**src/rtl/hz_pkg.sv**
```systemverilog
// rtl/hz_pkg.sv - shared codes, types and helpers for the hazard controller
package hz_pkg;

  typedef enum logic [1:0] {
    NONE = 2'b00,
    ALU  = 2'b01,
    DM   = 2'b10,
    PC8  = 2'b11
  } src_t;

  localparam logic [2:0] F_RF   = 3'b000;
  localparam logic [2:0] F_DMW  = 3'b001;
  localparam logic [2:0] F_AOW  = 3'b010;
  localparam logic [2:0] F_PC8W = 3'b011;
  localparam logic [2:0] F_PC8M = 3'b100;
  localparam logic [2:0] F_AOM  = 3'b101;

  typedef struct packed {
    logic [4:0] a3;
    src_t       src;
    logic [1:0] tnew;
  } stage_t;

  function automatic logic [1:0] dec_sat(input logic [1:0] t);
    return (t == 2'd0) ? 2'd0 : t - 2'd1;
  endfunction

  // $0 is hard-wired, so it can never be a true producer/consumer pair
  function automatic logic reg_match(input logic [4:0] r, input logic [4:0] a3);
    return (r != 5'd0) && (r == a3);
  endfunction

endpackage

```
**src/rtl/hazard_ctrl_fwd_sel.sv**
```systemverilog
// rtl/hazard_ctrl_fwd_sel.sv - forwarding mux select for one consumed register
module fwd_sel
  import hz_pkg::*;
(
  input  logic [4:0] reg_i,
  input  logic [4:0] a3_m_i,
  input  src_t       src_m_i,
  input  logic [4:0] a3_w_i,
  input  src_t       src_w_i,
  output logic [2:0] sel_o
);

  // A load still in M has no data yet, so it falls through to the W check
  always_comb begin
    sel_o = F_RF;
    if (reg_match(reg_i, a3_m_i) && src_m_i == ALU) begin
      sel_o = F_AOM;
    end else if (reg_match(reg_i, a3_m_i) && src_m_i == PC8) begin
      sel_o = F_PC8M;
    end else if (reg_match(reg_i, a3_w_i)) begin
      case (src_w_i)
        DM:      sel_o = F_DMW;
        ALU:     sel_o = F_AOW;
        PC8:     sel_o = F_PC8W;
        default: sel_o = F_RF;
      endcase
    end
  end

endmodule

```
**src/rtl/hazard_ctrl.sv**
```systemverilog
// rtl/hazard_ctrl.sv - stall and forwarding control with E/M/W shadow pipeline
module hazard_ctrl
  import hz_pkg::*;
(
  input  logic       clk,
  input  logic       reset,
  input  logic [4:0] rs_d,
  input  logic [4:0] rt_d,
  input  logic [1:0] tuse_rs,
  input  logic [1:0] tuse_rt,
  input  logic [4:0] a3_d,
  input  logic [1:0] tnew_d,
  input  logic [1:0] src_d,
  output logic       stall,
  output logic [2:0] f_rsd,
  output logic [2:0] f_rtd,
  output logic [2:0] f_rse,
  output logic [2:0] f_rte,
  output logic       f_rtm
);

  stage_t     e_q, e_d, m_q, m_d;
  logic [4:0] a3_w_q, a3_w_d;
  src_t       src_w_q, src_w_d;
  logic [4:0] rs_e_q, rs_e_d, rt_e_q, rt_e_d, rt_m_q, rt_m_d;
  logic       stall_rs, stall_rt;

  // An E-stage producer can never feed a D-stage consumer, hence the tuse==0 term
  always_comb begin
    stall_rs = (reg_match(rs_d, e_q.a3) && (e_q.tnew > tuse_rs || tuse_rs == 2'd0))
            || (reg_match(rs_d, m_q.a3) && (m_q.tnew > tuse_rs));
    stall_rt = (reg_match(rt_d, e_q.a3) && (e_q.tnew > tuse_rt || tuse_rt == 2'd0))
            || (reg_match(rt_d, m_q.a3) && (m_q.tnew > tuse_rt));
    stall    = stall_rs | stall_rt;
  end

  always_comb begin
    e_d    = stage_t'('0);
    rs_e_d = 5'd0;
    rt_e_d = 5'd0;
    if (!stall) begin
      e_d.a3   = a3_d;
      e_d.src  = src_t'(src_d);
      e_d.tnew = tnew_d;
      rs_e_d   = rs_d;
      rt_e_d   = rt_d;
    end
    m_d.a3   = e_q.a3;
    m_d.src  = e_q.src;
    m_d.tnew = dec_sat(e_q.tnew);
    a3_w_d   = m_q.a3;
    src_w_d  = m_q.src;
    rt_m_d   = rt_e_q;
  end

  always_ff @(posedge clk) begin
    if (reset) begin
      e_q     <= stage_t'('0);
      m_q     <= stage_t'('0);
      a3_w_q  <= 5'd0;
      src_w_q <= NONE;
      rs_e_q  <= 5'd0;
      rt_e_q  <= 5'd0;
      rt_m_q  <= 5'd0;
    end else begin
      e_q     <= e_d;
      m_q     <= m_d;
      a3_w_q  <= a3_w_d;
      src_w_q <= src_w_d;
      rs_e_q  <= rs_e_d;
      rt_e_q  <= rt_e_d;
      rt_m_q  <= rt_m_d;
    end
  end

  fwd_sel u_fwd_rsd (.reg_i(rs_d),   .a3_m_i(m_q.a3), .src_m_i(m_q.src),
                     .a3_w_i(a3_w_q), .src_w_i(src_w_q), .sel_o(f_rsd));
  fwd_sel u_fwd_rtd (.reg_i(rt_d),   .a3_m_i(m_q.a3), .src_m_i(m_q.src),
                     .a3_w_i(a3_w_q), .src_w_i(src_w_q), .sel_o(f_rtd));
  fwd_sel u_fwd_rse (.reg_i(rs_e_q), .a3_m_i(m_q.a3), .src_m_i(m_q.src),
                     .a3_w_i(a3_w_q), .src_w_i(src_w_q), .sel_o(f_rse));
  fwd_sel u_fwd_rte (.reg_i(rt_e_q), .a3_m_i(m_q.a3), .src_m_i(m_q.src),
                     .a3_w_i(a3_w_q), .src_w_i(src_w_q), .sel_o(f_rte));

  assign f_rtm = reg_match(rt_m_q, a3_w_q);

endmodule

```
**config.mk**
```make
export PLATFORM = sky130hd
export DESIGN_NAME = hazard_ctrl
export DESIGN_NICKNAME = d
export VERILOG_FILES = /design/src/rtl/hz_pkg.sv /design/src/rtl/hazard_ctrl_fwd_sel.sv /design/src/rtl/hazard_ctrl.sv
export SDC_FILE = /design/constraint.sdc
export NUM_CORES = 1
export LEC_CHECK = 0
export ABC_AREA = 1
export CAP_MARGIN = 20
export CELL_PAD_IN_SITES_DETAIL_PLACEMENT = 1
export CELL_PAD_IN_SITES_GLOBAL_PLACEMENT = 2
export CORE_MARGIN = 5
export CORE_UTILIZATION = 29
export DETAILED_ROUTE_END_ITERATION = 6
export PLACE_DENSITY = 0.89
export SYNTH_ARGS = -nofsm -noshare
export SYNTH_HDL_FRONTEND = slang
export SYNTH_HIERARCHICAL = 1
export SYNTH_SLANG_ARGS = --single-unit
```
**constraint.sdc**
```tcl
create_clock -name clk -period 1.8 [get_ports clk]
set_clock_uncertainty 0.05 [all_clocks]
set_input_delay 0.18 -clock clk [delete_from_list [all_inputs] [get_ports clk]]
set_output_delay 0.18 -clock clk [all_outputs]
set_load 0.01 [all_outputs]
```
==> results.cfg <==
[floorplan]
chipWidth_um = 109
die_h_um = 109
start_util_pct = 29.2
core_um2 = 9640
die-area_um2 = 11800
fp-row-count = 36
pin_count = 39

[timing]
timing.fmax_ghz = 0.537
slew_headroom_pct = 73.1
worst_hold_slack_ns = 0.357
drv_slew = 0
setup_slack_ns = -0.0638
hold_violations = 0
fin_crit_sh_pct = 104
setup_violations = 6
worstMarginPinSlew_ns = 0.404
grt_setup_unrepaired = yes
finalCriticalPeriod_ns = 1.86

[route]
wl_per_cell_um = 13.5
routed.top_layer = met4
wl_met1_mm = 3.97
met2_length_mm = 5.36
viasPerCell = 4.39
wl_mm = 9.78
drcViolationCount = 0
vias = 3171
drt_iter0_markers = 86
ant_nets = 0
firstDrtPassIters = 4
met3_length_um = 292

[finish]
postLayoutCoreUtil_pct = 45.5
drive_gt1_share_pct = 36.3
syn_to_final_growth_pct = 55.7
layout.nets = 623
antennaDiodeCount = 0

[critical_path]
cp-start-kind = flop
reg2reg_to = rt_e_q[3]$_SDFF_PP0_
r2r_start = m_q[1]$_SDFF_PP0_
regToRegSetupSlack_ns = 0.01
end_kind = primary output
crit_start = a3_w_d[0]$_SDFF_PP0_
crit_path_end = f_rtd[0]
worstSetupPathType = flop to primary output
crit_fanout = 5
reg2regPathDepth = 11
crit_arrival_ns = 1.63
cp.required_ns = 1.57

[clock_tree]
tritoncts = built
numCtsBuffers = 5
cts_hold_buf = 0
clk_latency_ns = 0.30
path_clk_slew_ns = 0.09
root_buffer = clkbuf_8
clock_path_buffers = 2
h-tree-depth = 2
clock_sinks = 40

[flow_run]
maxCapViolations = 0

[run_status]
status = finished, violations left
violations = negative setup slack

[global_routing]
grt_first_pass_wirelength_mm = 15.8
grt_pass1_vias = 3356
track_usage_pct = 17.2
overflow = 0
antenna_found_initial = 0
grt_max_degree = 22

[synth]
ys_ff_latch = 40
avgSynthCellArea_um2 = 5.99
synth_cell_type_count = 26
syn_nets = 504
ys_seq_area_share_pct = 28.4
synth_area_um2 = 2820
yosysWarnings = 6
synth_cells = 470

[power]
cellLeakagePower_nw = 2.23
ir_drop_mv = 0.328
power.density_nw_per_um2 = 569

[placement]
place_congestion = 0.885
hpwl_mm = 7.38
portBuffers = 38

[hold_path]
worstHoldStart = tnew_d[0]
hold_class = primary input to flop
==> critical path, cell delays in order (launching register included) <==
cell and delay, ns:
dfxtp_4 0.37, buf_8 0.13, buf_6 0.12, a21boi_2 0.11
nand2_1 0.07, nor2_2 0.15, buf_4 0.13, nand3b_1 0.06
nand2_1 0.06, buf_2 0.13
==> power by group <==
part | switching, mW | internal (mW)
Clock | 0.346 | 0.411
Sequential | 0.0650 | 0.933
Combinational | 0.379 | 0.361
Total | 0.789 | 1.71
==> worst min-delay path by stage <==
stage	to	slack, ns	cells past startpoint
2_1_floorplan	m_q[1]$_SDFF_PP0_	0.21	1
3_3_place_gp	src_w_d[0]$_SDFF_PP0_	0.35	2
3_5_place_dp	src_w_d[0]$_SDFF_PP0_	0.35	2
4_1_cts	e_q[6]$_SDFF_PP0_	0.36	3
5_1_grt	e_q[5]$_SDFF_PP0_	0.36	3
6_report	e_q[0]$_SDFF_PP0_	0.36	3
==> state kept, by name (all words and copies together), names as in the netlist <==
register  flops
e_q           9
a3_w_d        5
a3_w_q        5
rs_e_q        5
rt_e_q        5
rt_m_q        5
m_q           2
src_w_d       2
src_w_q       2
==> cells in the final DEF, fill, tap and decap left out, types with 2 or more instances in the layout <==
cell type	n
clkbuf_2	2
clkdlybuf4s50_1	12
ha_1	4
buf_2	10
dfxtp_1	25
a21boi_2	4
o211ai_1	2
nor2_4	11
clkbuf_8	5
or2_2	3
nand3_1	10
dlymetal6s2s_1	3
xnor2_1	4
dfxtp_4	6
nand2_2	14
nor2_2	23
nand4_1	9
buf_6	25
nand3b_1	4
ha_4	5
dlygate4sd2_1	9
nand2_1	152
buf_4	51
nor2_1	42
xor2_1	3
nor3_1	5
xnor2_2	10
dfxtp_2	9
inv_1	87
a21oi_1	2
nand3_2	5
inv_2	22
==> repair_timing <==
action | in CTS | in global routing
setup buffers | 23 | 5
gates cloned | 1 | 0
resized for setup | 116 | 61
setup endpoints to repair | 30 | 33
pin swaps | 34 | 32
==> final cells by class <==
type / count / area, um2
fillers: 1292 / 5260
multi-input cells: 317 / 1830
repair buffers: 115 / 1020
flip-flops and latches: 40 / 835
inverters: 110 / 415
well taps: 133 / 166
clock buffers: 5 / 68.8
clock inverters: 3 / 42.5
==> logic make-up after synthesis <==
family                     after synthesis  share of synthesized area, %
xor gates and xnor gates                17                          5.29
DFF                                     40                          28.4
AOI/OAI and AO/OA                       11                          3.24
adders and majority gates                9                          4.00
and+or+nand+nor                        280                          43.7
buffers and inverters                  113                          15.3
==> synth_stat cells <==
cell type	instances	area, um2
a211oi_1	1	7.51
dfxtp_1	40	801
nand4_1	9	56.3
inv_1	97	364
clkbuf_1	2	7.51
nor2_2	21	131
inv_2	13	48.8
nor2_4	1	11.3
nand2_1	161	604
nand3b_1	4	30.0
o21ai_0	1	5.00
a211o_1	1	8.76
nand3_1	11	55.1
nor2_1	54	203
ha_1	9	113
nand3_4	1	17.5
a21boi_2	4	45.0
or2_2	3	18.8
nor3_1	5	25.0
a21oi_1	2	10.0
nand3_2	4	40.0
xnor2_1	14	123
xor2_1	3	26.3
buf_6	1	11.3
o211ai_1	2	15.0
nand2_2	6	37.5
==> per-layer routing <==
layer  global-route usage [%]  vias up
li1                         -     1612
met1                     18.9     1490
met2                     33.8       59
met3                     2.45       10
met4                     4.87        0
met5                        0        -
==> through the flow <==
stage | std cells | total power [mW] | setup WS [ns] | setup TNS, ns | area [um2]
after floorplan | 470 | 1.34 | 0.299 | 0 | 2820
after global placement | 690 | 1.61 | -0.501 | -8.72 | 3750
after detailed placement | 690 | 1.63 | -0.599 | -10.73 | 3750
after CTS | 720 | 2.47 | -0.195 | -0.436 | 4190
after global routing | 723 | 2.64 | -0.175 | -2.57 | 4380
final | 723 | 2.49 | -0.0638 | -0.207 | 4380
Note: power is estimated with default switching activity, not from simulation.
